==> config.mk <==
export PLATFORM = sky130hd
export DESIGN_NAME = tick_count_decoder_flat
export DESIGN_NICKNAME = d
export VERILOG_FILES = /design/src/rtl/tick_count_decoder_if.sv /design/src/rtl/tick_count_decoder.sv /design/src/flat_wrapper.sv
export SDC_FILE = /design/constraint.sdc
export NUM_CORES = 1
export LEC_CHECK = 0
export BUFFER_PORTS_ARGS = -buffer_cell sky130_fd_sc_hd__buf_4
export CORE_ASPECT_RATIO = 1.2
export CORE_UTILIZATION = 45
export DETAILED_ROUTE_END_ITERATION = 6
export SLEW_MARGIN = 5
export SYNTH_ARGS = -nofsm -noshare
export SYNTH_HDL_FRONTEND = slang
export SYNTH_SLANG_ARGS = --single-unit
==> constraint.sdc <==
create_clock -name clockSignal -period 10 [get_ports clockSignal]
set_input_delay 2 -clock clockSignal [delete_from_list [all_inputs] [get_ports clockSignal]]
set_output_delay 2 -clock clockSignal [all_outputs]
set_load 0.05 [all_outputs]
==> src/rtl/tick_count_decoder_if.sv <==
// Request/result bundle for the tick-count calendar decoder.
interface tick_count_decoder_if;
  logic        convReq;
  logic [63:0] tickCount;
  logic        busy;
  logic        done;
  logic [6:0]  millisecondsDisplay;
  logic [5:0]  timeInSeconds;
  logic [5:0]  timeInMinutesDisplay;
  logic [4:0]  timeInHoursDisplay;
  logic [5:0]  dateDisplay;
  logic [3:0]  monthDisplay;
  logic [13:0] yearDisplay;
  logic [2:0]  dayDisplay;
  logic        overflow;

  modport master (
    output convReq, tickCount,
    input  busy, done, millisecondsDisplay, timeInSeconds, timeInMinutesDisplay,
           timeInHoursDisplay, dateDisplay, monthDisplay, yearDisplay, dayDisplay, overflow
  );

  modport slave (
    input  convReq, tickCount,
    output busy, done, millisecondsDisplay, timeInSeconds, timeInMinutesDisplay,
           timeInHoursDisplay, dateDisplay, monthDisplay, yearDisplay, dayDisplay, overflow
  );
endinterface

==> src/rtl/tick_count_decoder.sv <==
// Sequential decoder: 100 Hz tick count since the epoch -> calendar date,
// time of day and weekday. One shared restoring divider serves the day split
// and the h/m/s splits; years and months are peeled off one per cycle.
module tick_count_decoder #(
  parameter int EPOCH_YEAR = 1970,
  parameter int EPOCH_WDAY = 4
) (
  input logic                 clockSignal,
  input logic                 startOrStop,
  tick_count_decoder_if.slave bus
);
  localparam logic [2:0] IDLE    = 3'd0;
  localparam logic [2:0] DIV_DAY = 3'd1;
  localparam logic [2:0] DIV_HMS = 3'd2;
  localparam logic [2:0] WDAY    = 3'd3;
  localparam logic [2:0] YEAR    = 3'd4;
  localparam logic [2:0] MONTH   = 3'd5;
  localparam logic [2:0] FINISH  = 3'd6;

  localparam logic [23:0] DAY_TICKS = 24'd8640000;
  localparam logic [13:0] YEAR_MAX  = 14'd16383;

  logic [2:0]  state;
  logic [6:0]  cnt;
  logic [1:0]  phase;
  logic [63:0] opnd;     // latched request operand, never modified while busy
  logic [23:0] rem;      // divider partial remainder
  logic [23:0] hdv;      // h/m/s dividend, shifts out MSB-first, quotient shifts in
  logic [40:0] days;     // day quotient, later the days still to be placed
  logic [42:0] wop;      // weekday operand, shifted MSB-first
  logic [2:0]  wr;       // running mod-7 remainder
  logic [4:0]  hrs_w;
  logic [5:0]  min_w;
  logic [5:0]  sec_w;
  logic [6:0]  cs_w;
  logic [13:0] year_w;
  logic [3:0]  mon_w;
  logic        ovf_w;

  function automatic logic is_leap(input logic [13:0] y);
    return ((y[1:0] == 2'd0) && ((y % 14'd100) != 14'd0)) || ((y % 14'd400) == 14'd0);
  endfunction

  logic        din;
  logic [23:0] dvsr;
  logic [24:0] trial;
  logic        ge;
  logic [23:0] rnext;
  logic [3:0]  wt;
  logic [2:0]  wnext;
  logic        leap_now;
  logic [8:0]  ylen;
  logic [4:0]  mlen;
  logic [23:0] hq;

  // One restoring-division step, one mod-7 step and the year/month lengths.
  always_comb begin
    din = (state == DIV_DAY) ? opnd[~cnt[5:0]] : hdv[23];
    dvsr = DAY_TICKS;
    if (state == DIV_HMS) begin
      case (phase)
        2'd0:    dvsr = 24'd360000;
        2'd1:    dvsr = 24'd6000;
        default: dvsr = 24'd100;
      endcase
    end
    trial = {rem, din};
    ge    = (trial >= {1'b0, dvsr});
    rnext = ge ? 24'(trial - {1'b0, dvsr}) : trial[23:0];
    hq    = {hdv[22:0], ge};

    wt    = {wr, wop[42]};
    wnext = (wt >= 4'd7) ? 3'(wt - 4'd7) : wt[2:0];

    leap_now = is_leap(year_w);
    ylen     = leap_now ? 9'd366 : 9'd365;
    case (mon_w)
      4'd2:                      mlen = leap_now ? 5'd29 : 5'd28;
      4'd4, 4'd6, 4'd9, 4'd11:   mlen = 5'd30;
      default:                   mlen = 5'd31;
    endcase
  end

  // Conversion sequencer and working datapath.
  always_ff @(posedge clockSignal or posedge startOrStop) begin
    if (startOrStop) begin
      state    <= IDLE;
      cnt      <= '0;
      phase    <= '0;
      opnd     <= '0;
      rem      <= '0;
      hdv      <= '0;
      days     <= '0;
      wop      <= '0;
      wr       <= '0;
      hrs_w    <= '0;
      min_w    <= '0;
      sec_w    <= '0;
      cs_w     <= '0;
      year_w   <= 14'(EPOCH_YEAR);
      mon_w    <= 4'd1;
      ovf_w    <= 1'b0;
      bus.busy <= 1'b0;
      bus.done <= 1'b0;
    end else begin
      bus.done <= 1'b0;
      case (state)
        IDLE: begin
          // The done cycle itself is not an accepting cycle.
          if (bus.convReq && !bus.done) begin
            opnd     <= bus.tickCount;
            bus.busy <= 1'b1;
            cnt      <= '0;
            rem      <= '0;
            days     <= '0;
            ovf_w    <= 1'b0;
            state    <= DIV_DAY;
          end
        end
        DIV_DAY: begin
          days <= {days[39:0], ge};
          rem  <= rnext;
          cnt  <= cnt + 7'd1;
          if (cnt == 7'd63) begin
            hdv   <= rnext;
            rem   <= '0;
            cnt   <= '0;
            phase <= '0;
            state <= DIV_HMS;
          end
        end
        DIV_HMS: begin
          hdv <= hq;
          rem <= rnext;
          cnt <= cnt + 7'd1;
          if (cnt == 7'd23) begin
            // Quotient goes to its field; remainder is the next dividend.
            case (phase)
              2'd0:    hrs_w <= hq[4:0];
              2'd1:    min_w <= hq[5:0];
              default: begin
                sec_w <= hq[5:0];
                cs_w  <= rnext[6:0];
              end
            endcase
            hdv   <= rnext;
            rem   <= '0;
            cnt   <= '0;
            phase <= phase + 2'd1;
            if (phase == 2'd2) begin
              wop   <= {2'b0, days} + 43'(EPOCH_WDAY);
              wr    <= '0;
              state <= WDAY;
            end
          end
        end
        WDAY: begin
          wr  <= wnext;
          wop <= {wop[41:0], 1'b0};
          cnt <= cnt + 7'd1;
          if (cnt == 7'd42) begin
            cnt    <= '0;
            year_w <= 14'(EPOCH_YEAR);
            state  <= YEAR;
          end
        end
        YEAR: begin
          if (days >= {32'd0, ylen}) begin
            if (year_w == YEAR_MAX) begin
              ovf_w <= 1'b1;
              state <= FINISH;
            end else begin
              days   <= days - {32'd0, ylen};
              year_w <= year_w + 14'd1;
            end
          end else begin
            mon_w <= 4'd1;
            state <= MONTH;
          end
        end
        MONTH: begin
          if (days >= {36'd0, mlen}) begin
            days  <= days - {36'd0, mlen};
            mon_w <= mon_w + 4'd1;
          end else begin
            state <= FINISH;
          end
        end
        FINISH: begin
          bus.done <= 1'b1;
          bus.busy <= 1'b0;
          state    <= IDLE;
        end
        default: state <= IDLE;
      endcase
    end
  end

  // Result registers: loaded together on FINISH, held otherwise.
  always_ff @(posedge clockSignal or posedge startOrStop) begin
    if (startOrStop) begin
      bus.millisecondsDisplay  <= '0;
      bus.timeInSeconds        <= '0;
      bus.timeInMinutesDisplay <= '0;
      bus.timeInHoursDisplay   <= '0;
      bus.dayDisplay           <= '0;
      bus.dateDisplay          <= 6'd1;
      bus.monthDisplay         <= 4'd1;
      bus.yearDisplay          <= 14'(EPOCH_YEAR);
      bus.overflow             <= 1'b0;
    end else if (state == FINISH) begin
      bus.millisecondsDisplay  <= cs_w;
      bus.timeInSeconds        <= sec_w;
      bus.timeInMinutesDisplay <= min_w;
      bus.timeInHoursDisplay   <= hrs_w;
      bus.dayDisplay           <= wr;
      bus.overflow             <= ovf_w;
      bus.dateDisplay          <= ovf_w ? 6'd0  : ({1'b0, days[4:0]} + 6'd1);
      bus.monthDisplay         <= ovf_w ? 4'd0  : mon_w;
      bus.yearDisplay          <= ovf_w ? 14'd0 : year_w;
    end
  end
endmodule

==> src/flat_wrapper.sv <==
// flat-port wrapper written by rule: the top's interface ports become plain ports
module tick_count_decoder_flat 
#(
  parameter int EPOCH_YEAR = 1970,
  parameter int EPOCH_WDAY = 4
)
  (clockSignal, startOrStop, bus_convReq, bus_tickCount, bus_busy, bus_done, bus_millisecondsDisplay, bus_timeInSeconds, bus_timeInMinutesDisplay, bus_timeInHoursDisplay, bus_dateDisplay, bus_monthDisplay, bus_yearDisplay, bus_dayDisplay, bus_overflow);
  tick_count_decoder_if bus_i ();
  input logic clockSignal;
  input logic startOrStop;
  input wire logic [$bits(bus_i.convReq)-1:0] bus_convReq;
  input wire logic [$bits(bus_i.tickCount)-1:0] bus_tickCount;
  output wire logic [$bits(bus_i.busy)-1:0] bus_busy;
  output wire logic [$bits(bus_i.done)-1:0] bus_done;
  output wire logic [$bits(bus_i.millisecondsDisplay)-1:0] bus_millisecondsDisplay;
  output wire logic [$bits(bus_i.timeInSeconds)-1:0] bus_timeInSeconds;
  output wire logic [$bits(bus_i.timeInMinutesDisplay)-1:0] bus_timeInMinutesDisplay;
  output wire logic [$bits(bus_i.timeInHoursDisplay)-1:0] bus_timeInHoursDisplay;
  output wire logic [$bits(bus_i.dateDisplay)-1:0] bus_dateDisplay;
  output wire logic [$bits(bus_i.monthDisplay)-1:0] bus_monthDisplay;
  output wire logic [$bits(bus_i.yearDisplay)-1:0] bus_yearDisplay;
  output wire logic [$bits(bus_i.dayDisplay)-1:0] bus_dayDisplay;
  output wire logic [$bits(bus_i.overflow)-1:0] bus_overflow;
  assign bus_i.convReq = bus_convReq;
  assign bus_i.tickCount = bus_tickCount;
  assign bus_busy = bus_i.busy;
  assign bus_done = bus_i.done;
  assign bus_millisecondsDisplay = bus_i.millisecondsDisplay;
  assign bus_timeInSeconds = bus_i.timeInSeconds;
  assign bus_timeInMinutesDisplay = bus_i.timeInMinutesDisplay;
  assign bus_timeInHoursDisplay = bus_i.timeInHoursDisplay;
  assign bus_dateDisplay = bus_i.dateDisplay;
  assign bus_monthDisplay = bus_i.monthDisplay;
  assign bus_yearDisplay = bus_i.yearDisplay;
  assign bus_dayDisplay = bus_i.dayDisplay;
  assign bus_overflow = bus_i.overflow;
  tick_count_decoder #(.EPOCH_YEAR(EPOCH_YEAR), .EPOCH_WDAY(EPOCH_WDAY)) u_core (.clockSignal(clockSignal), .startOrStop(startOrStop), .bus(bus_i));
endmodule
==> flow_results.xml <==
<?xml version="1.0" encoding="UTF-8"?>
<metrics>
  <group name="outcome">
    <metric name="run_status" unit="">completed</metric>
  </group>
  <group name="sta">
    <metric name="fin_crit" unit="ns">9.270</metric>
    <metric name="worstMarginPinSlew" unit="ns">1.247</metric>
    <metric name="hold_viol" unit="">0</metric>
    <metric name="slew_headroom" unit="%">16.32</metric>
    <metric name="worst_clock_skew" unit="ns">0.02127</metric>
    <metric name="report.final.slew_viol_count" unit="">0</metric>
    <metric name="number_of_failing_setup_endpoints_in_the_final_timing_report" unit="">0</metric>
    <metric name="fin_setup_tns" unit="ns">0</metric>
    <metric name="maximum_clock_frequency" unit="GHz">0.1079</metric>
    <metric name="hold_ws" unit="ns">0.4687</metric>
    <metric name="min_period_over_period" unit="%">92.70</metric>
    <metric name="rsz0062_at_grt" unit="">no</metric>
  </group>
  <group name="clock_network">
    <metric name="cts.sinks" unit="">308</metric>
    <metric name="cts-resized-gates" unit="">0</metric>
    <metric name="clock_insertion_delay_worst_skew" unit="ns">0.54</metric>
    <metric name="cts_hold_repair.buffers" unit="">0</metric>
    <metric name="numCtsBuffers" unit="">35</metric>
    <metric name="post_cts_buffers" unit="">0</metric>
    <metric name="cts_root_buf" unit="">sky130_fd_sc_hd__clkbuf_16</metric>
    <metric name="cts_tree" unit="">built</metric>
    <metric name="ctsHtreeMaxLevel" unit="">2</metric>
    <metric name="worst_setup_hold_path_clk_slew" unit="ns">0.06</metric>
    <metric name="clock_path_buffers" unit="">3</metric>
  </group>
  <group name="yosys">
    <metric name="yosys_most_used_dff" unit="">sky130_fd_sc_hd__dfrtp_1</metric>
    <metric name="yosys.cell_count.top_type" unit="">sky130_fd_sc_hd__dfrtp_1</metric>
    <metric name="postSynth.asyncResetShare" unit="%">100.0</metric>
    <metric name="synth_top_area_cells" unit="">sky130_fd_sc_hd__dfrtp_1 (39%), sky130_fd_sc_hd__mux2_2 (6.5%), sky130_fd_sc_hd__o21ai_0 (5.8%)</metric>
    <metric name="netlist.area_leader.share" unit="%">39.27</metric>
    <metric name="biggest_area_consumer_among_synthesized_cells" unit="">sky130_fd_sc_hd__dfrtp_1</metric>
    <metric name="sequential_cell_area_fraction_in_the_yosys_report" unit="%">41.68</metric>
    <metric name="synth_seq_cells" unit="">308</metric>
    <metric name="synthesis.area_per_instance" unit="sq um">9.207</metric>
    <metric name="yosys_cell_types" unit="">106</metric>
    <metric name="ys_warn_count" unit="">0</metric>
    <metric name="postSynthCellCount" unit="">2014</metric>
    <metric name="number_of_enable_type_register_cells_in_the_synthesized_netlist" unit="">0</metric>
    <metric name="synth.net_count" unit="">2119</metric>
    <metric name="syn-cell-area" unit="sq um">18540</metric>
    <metric name="synth_commonest_cells" unit="">sky130_fd_sc_hd__dfrtp_1 (291), sky130_fd_sc_hd__o21ai_0 (215), sky130_fd_sc_hd__nand2_1 (208)</metric>
  </group>
  <group name="global_route">
    <metric name="grt_use_total" unit="%">22.54</metric>
    <metric name="vias_in_the_first_global_route" unit="">15180</metric>
    <metric name="grt_first_pass_wirelength" unit="microns">78470</metric>
    <metric name="grt_overflow" unit="">0</metric>
    <metric name="grt_start_max_net_pins" unit="">184</metric>
    <metric name="antenna_violations_before_repair" unit="">0</metric>
  </group>
  <group name="route">
    <metric name="num_vias" unit="">15530</metric>
    <metric name="tritonroute_pass_1_iters" unit="">5</metric>
    <metric name="avgRoutedWirePerCell" unit="microns">18.20</metric>
    <metric name="drtIter0Drc" unit="">1158</metric>
    <metric name="drt-vias-per-instance" unit="">5.952</metric>
    <metric name="ant_nets" unit="">0</metric>
    <metric name="drt_drc_violations_left" unit="">0</metric>
    <metric name="postRouteWirelength" unit="microns">47480</metric>
  </group>
  <group name="final_layout">
    <metric name="area_occupied_by_multi_input_gates" unit="sq um">10030</metric>
    <metric name="register_area" unit="sq um">7729</metric>
    <metric name="antenna_cells" unit="">0</metric>
    <metric name="fillerInstances" unit="">3825</metric>
    <metric name="num-nets-final" unit="">2148</metric>
    <metric name="final_cells" unit="">2609</metric>
    <metric name="areaGrowthSynthToFinish" unit="%">13.24</metric>
    <metric name="drive_gt1_share" unit="%">18.89</metric>
  </group>
  <group name="critical_path">
    <metric name="cp_top_family" unit="">compound AO/OA/AOI/OAI gates</metric>
    <metric name="path_buf_inv" unit="">1</metric>
    <metric name="cpMostUsedCell" unit="">sky130_fd_sc_hd__nor2_1</metric>
    <metric name="ff2ff_path_depth" unit="">33</metric>
    <metric name="crit_arrival" unit="ns">9.68</metric>
    <metric name="critPathCaptureType" unit="">flop</metric>
    <metric name="crit_required" unit="ns">10.41</metric>
    <metric name="timing.rr.end" unit="">u_core.year_w[13]</metric>
    <metric name="worstSetupStartpointType" unit="">flop</metric>
    <metric name="r2r_slack" unit="ns">0.73</metric>
    <metric name="crit_path_max_fanout" unit="">30</metric>
    <metric name="worst_r2r_startpoint" unit="">u_core.year_w[11]</metric>
    <metric name="critPathSlowestCell" unit="">sky130_fd_sc_hd__dfrtp_1</metric>
    <metric name="critPathKind" unit="">reg2reg</metric>
    <metric name="worst_path_largest_cell_delay" unit="ns">0.90</metric>
  </group>
  <group name="placed_design">
    <metric name="numPortBuffers" unit="">120</metric>
    <metric name="post-place-cells" unit="">2545</metric>
    <metric name="gp_routability_congestion" unit="">0.8463</metric>
    <metric name="dp_hpwl" unit="microns">32120</metric>
  </group>
  <group name="die">
    <metric name="initial_utilization" unit="%">45.51</metric>
    <metric name="floorplan.die.width" unit="microns">187.3</metric>
    <metric name="boundaryPins" unit="">121</metric>
    <metric name="die-area" unit="sq um">42020</metric>
    <metric name="core_area" unit="sq um">40740</metric>
    <metric name="placement_rows" unit="">81</metric>
    <metric name="floorplan_die_height" unit="microns">224.4</metric>
  </group>
  <group name="pwr">
    <metric name="p_per_area" unit="nW/um^2">297.8</metric>
    <metric name="design_power_total" unit="mW">6.253</metric>
    <metric name="ir_drop_worst_case_vdd" unit="mV">0.1632</metric>
    <metric name="cellLeakagePower" unit="nW">8.894</metric>
  </group>
  <group name="worst_hold_path">
    <metric name="timing.hold.worst_path_depth" unit="">2</metric>
    <metric name="hold_end" unit="">u_core.sec_w[5]</metric>
    <metric name="hold_path.startpoint" unit="">u_core.sec_w[5]</metric>
    <metric name="worst_hold_path_type" unit="">reg2reg</metric>
  </group>
  <group name="run">
    <metric name="timing.max_cap.violations" unit="">0</metric>
  </group>
</metrics>
## per-layer routing
metal,global-route usage (%),routed length (microns)
met5,0,0
met4,6.690,1074
met3,3.167,2325
met2,38.34,22990
met1,29.80,21090
## worst max-delay path by stage
stage / startpoint / end / cells after the start
4_1_cts: u_core.year_w[11] / u_core.year_w[13] / 33
3_5_place_dp: u_core.year_w[11] / u_core.year_w[13] / 33
6_report: u_core.year_w[11] / u_core.year_w[13] / 33
3_3_place_gp: u_core.year_w[11] / u_core.year_w[13] / 33
2_1_floorplan: u_core.year_w[8] / u_core.opnd[10] / 32
5_1_grt: u_core.year_w[11] / u_core.year_w[13] / 33
## logic make-up (layout without fill, tap and decap cells)
group	after synthesis	count (layout)	synth area share (%)
xor gates and xnor gates	72	72	3.543
buffers and inverters	206	262	4.352
and+or+nand+nor	637	637	16.44
AOI/OAI and AO/OA	588	588	20.16
DFF	308	308	41.68
muxes	163	163	11.07
adders and majority gates	40	40	2.760
## registers in the layout (all words and copies together), names as in the netlist, 7 cells and up
register and count:
u_core.bus.millisecondsDisplay 7, u_core.cnt 7, u_core.bus.yearDisplay 14, u_core.cs_w 7, u_core.wop 43, u_core.rem 24
u_core.hdv 24, u_core.opnd 64, u_core.year_w 14, u_core.days 41
## report_power, final
| group | switching, mW | internal, mW |
|---|---|---|
| clock | 0.540 | 0.869 |
| combinational | 1.72 | 1.15 |
| sequential | 0.379 | 1.59 |
## layout by cell type, fill, tap and decap left out, types with 22 or more instances in the layout
master,n
sky130_fd_sc_hd__clkbuf_16,36
sky130_fd_sc_hd__ha_1,36
sky130_fd_sc_hd__a21oi_1,125
sky130_fd_sc_hd__nand3_1,39
sky130_fd_sc_hd__nor4_1,26
sky130_fd_sc_hd__nand2_1,206
sky130_fd_sc_hd__buf_4,141
sky130_fd_sc_hd__dfrtp_1,291
sky130_fd_sc_hd__nand2b_1,25
sky130_fd_sc_hd__inv_1,54
sky130_fd_sc_hd__o21ai_0,214
sky130_fd_sc_hd__mux2_2,107
sky130_fd_sc_hd__nand4_1,24
sky130_fd_sc_hd__xor2_1,25
sky130_fd_sc_hd__nor2_1,170
sky130_fd_sc_hd__mux2i_1,31
sky130_fd_sc_hd__nor3_1,37
sky130_fd_sc_hd__xnor2_1,45
sky130_fd_sc_hd__a22oi_1,34
sky130_fd_sc_hd__o22ai_1,22
## through the flow
step / worst slack [ns] / utilization (%) / area (sq um)
after floorplan: 2.094 / - / 18550
after global placement: 1.112 / 48.42 / 19730
after detailed placement: 0.8813 / 48.42 / 19730
after CTS: 0.8571 / 51.54 / 21000
after global routing: 0.09797 / 51.54 / 21000
final: 0.7302 / 51.54 / 21000
## worst min-delay path: stages (launching register included)
cell and delay (ns):
sky130_fd_sc_hd__dfrtp_1 0.34, sky130_fd_sc_hd__nand2_1 0.05, sky130_fd_sc_hd__nand2_1 0.05
## final cells by class
| cell class | instances | share of cell area [%] |
|---|---|---|
| Clock inverter | 21 | 1.496 |
| Inverter | 56 | 1.019 |
| Timing Repair Buffer | 142 | 5.136 |
| Sequential cell | 308 | 36.81 |
| Multi-Input combinational cell | 1500 | 47.77 |
| Tap cell | 539 | 3.212 |
| Clock buffer | 43 | 4.558 |
Note: power is estimated with default switching activity, not from simulation.
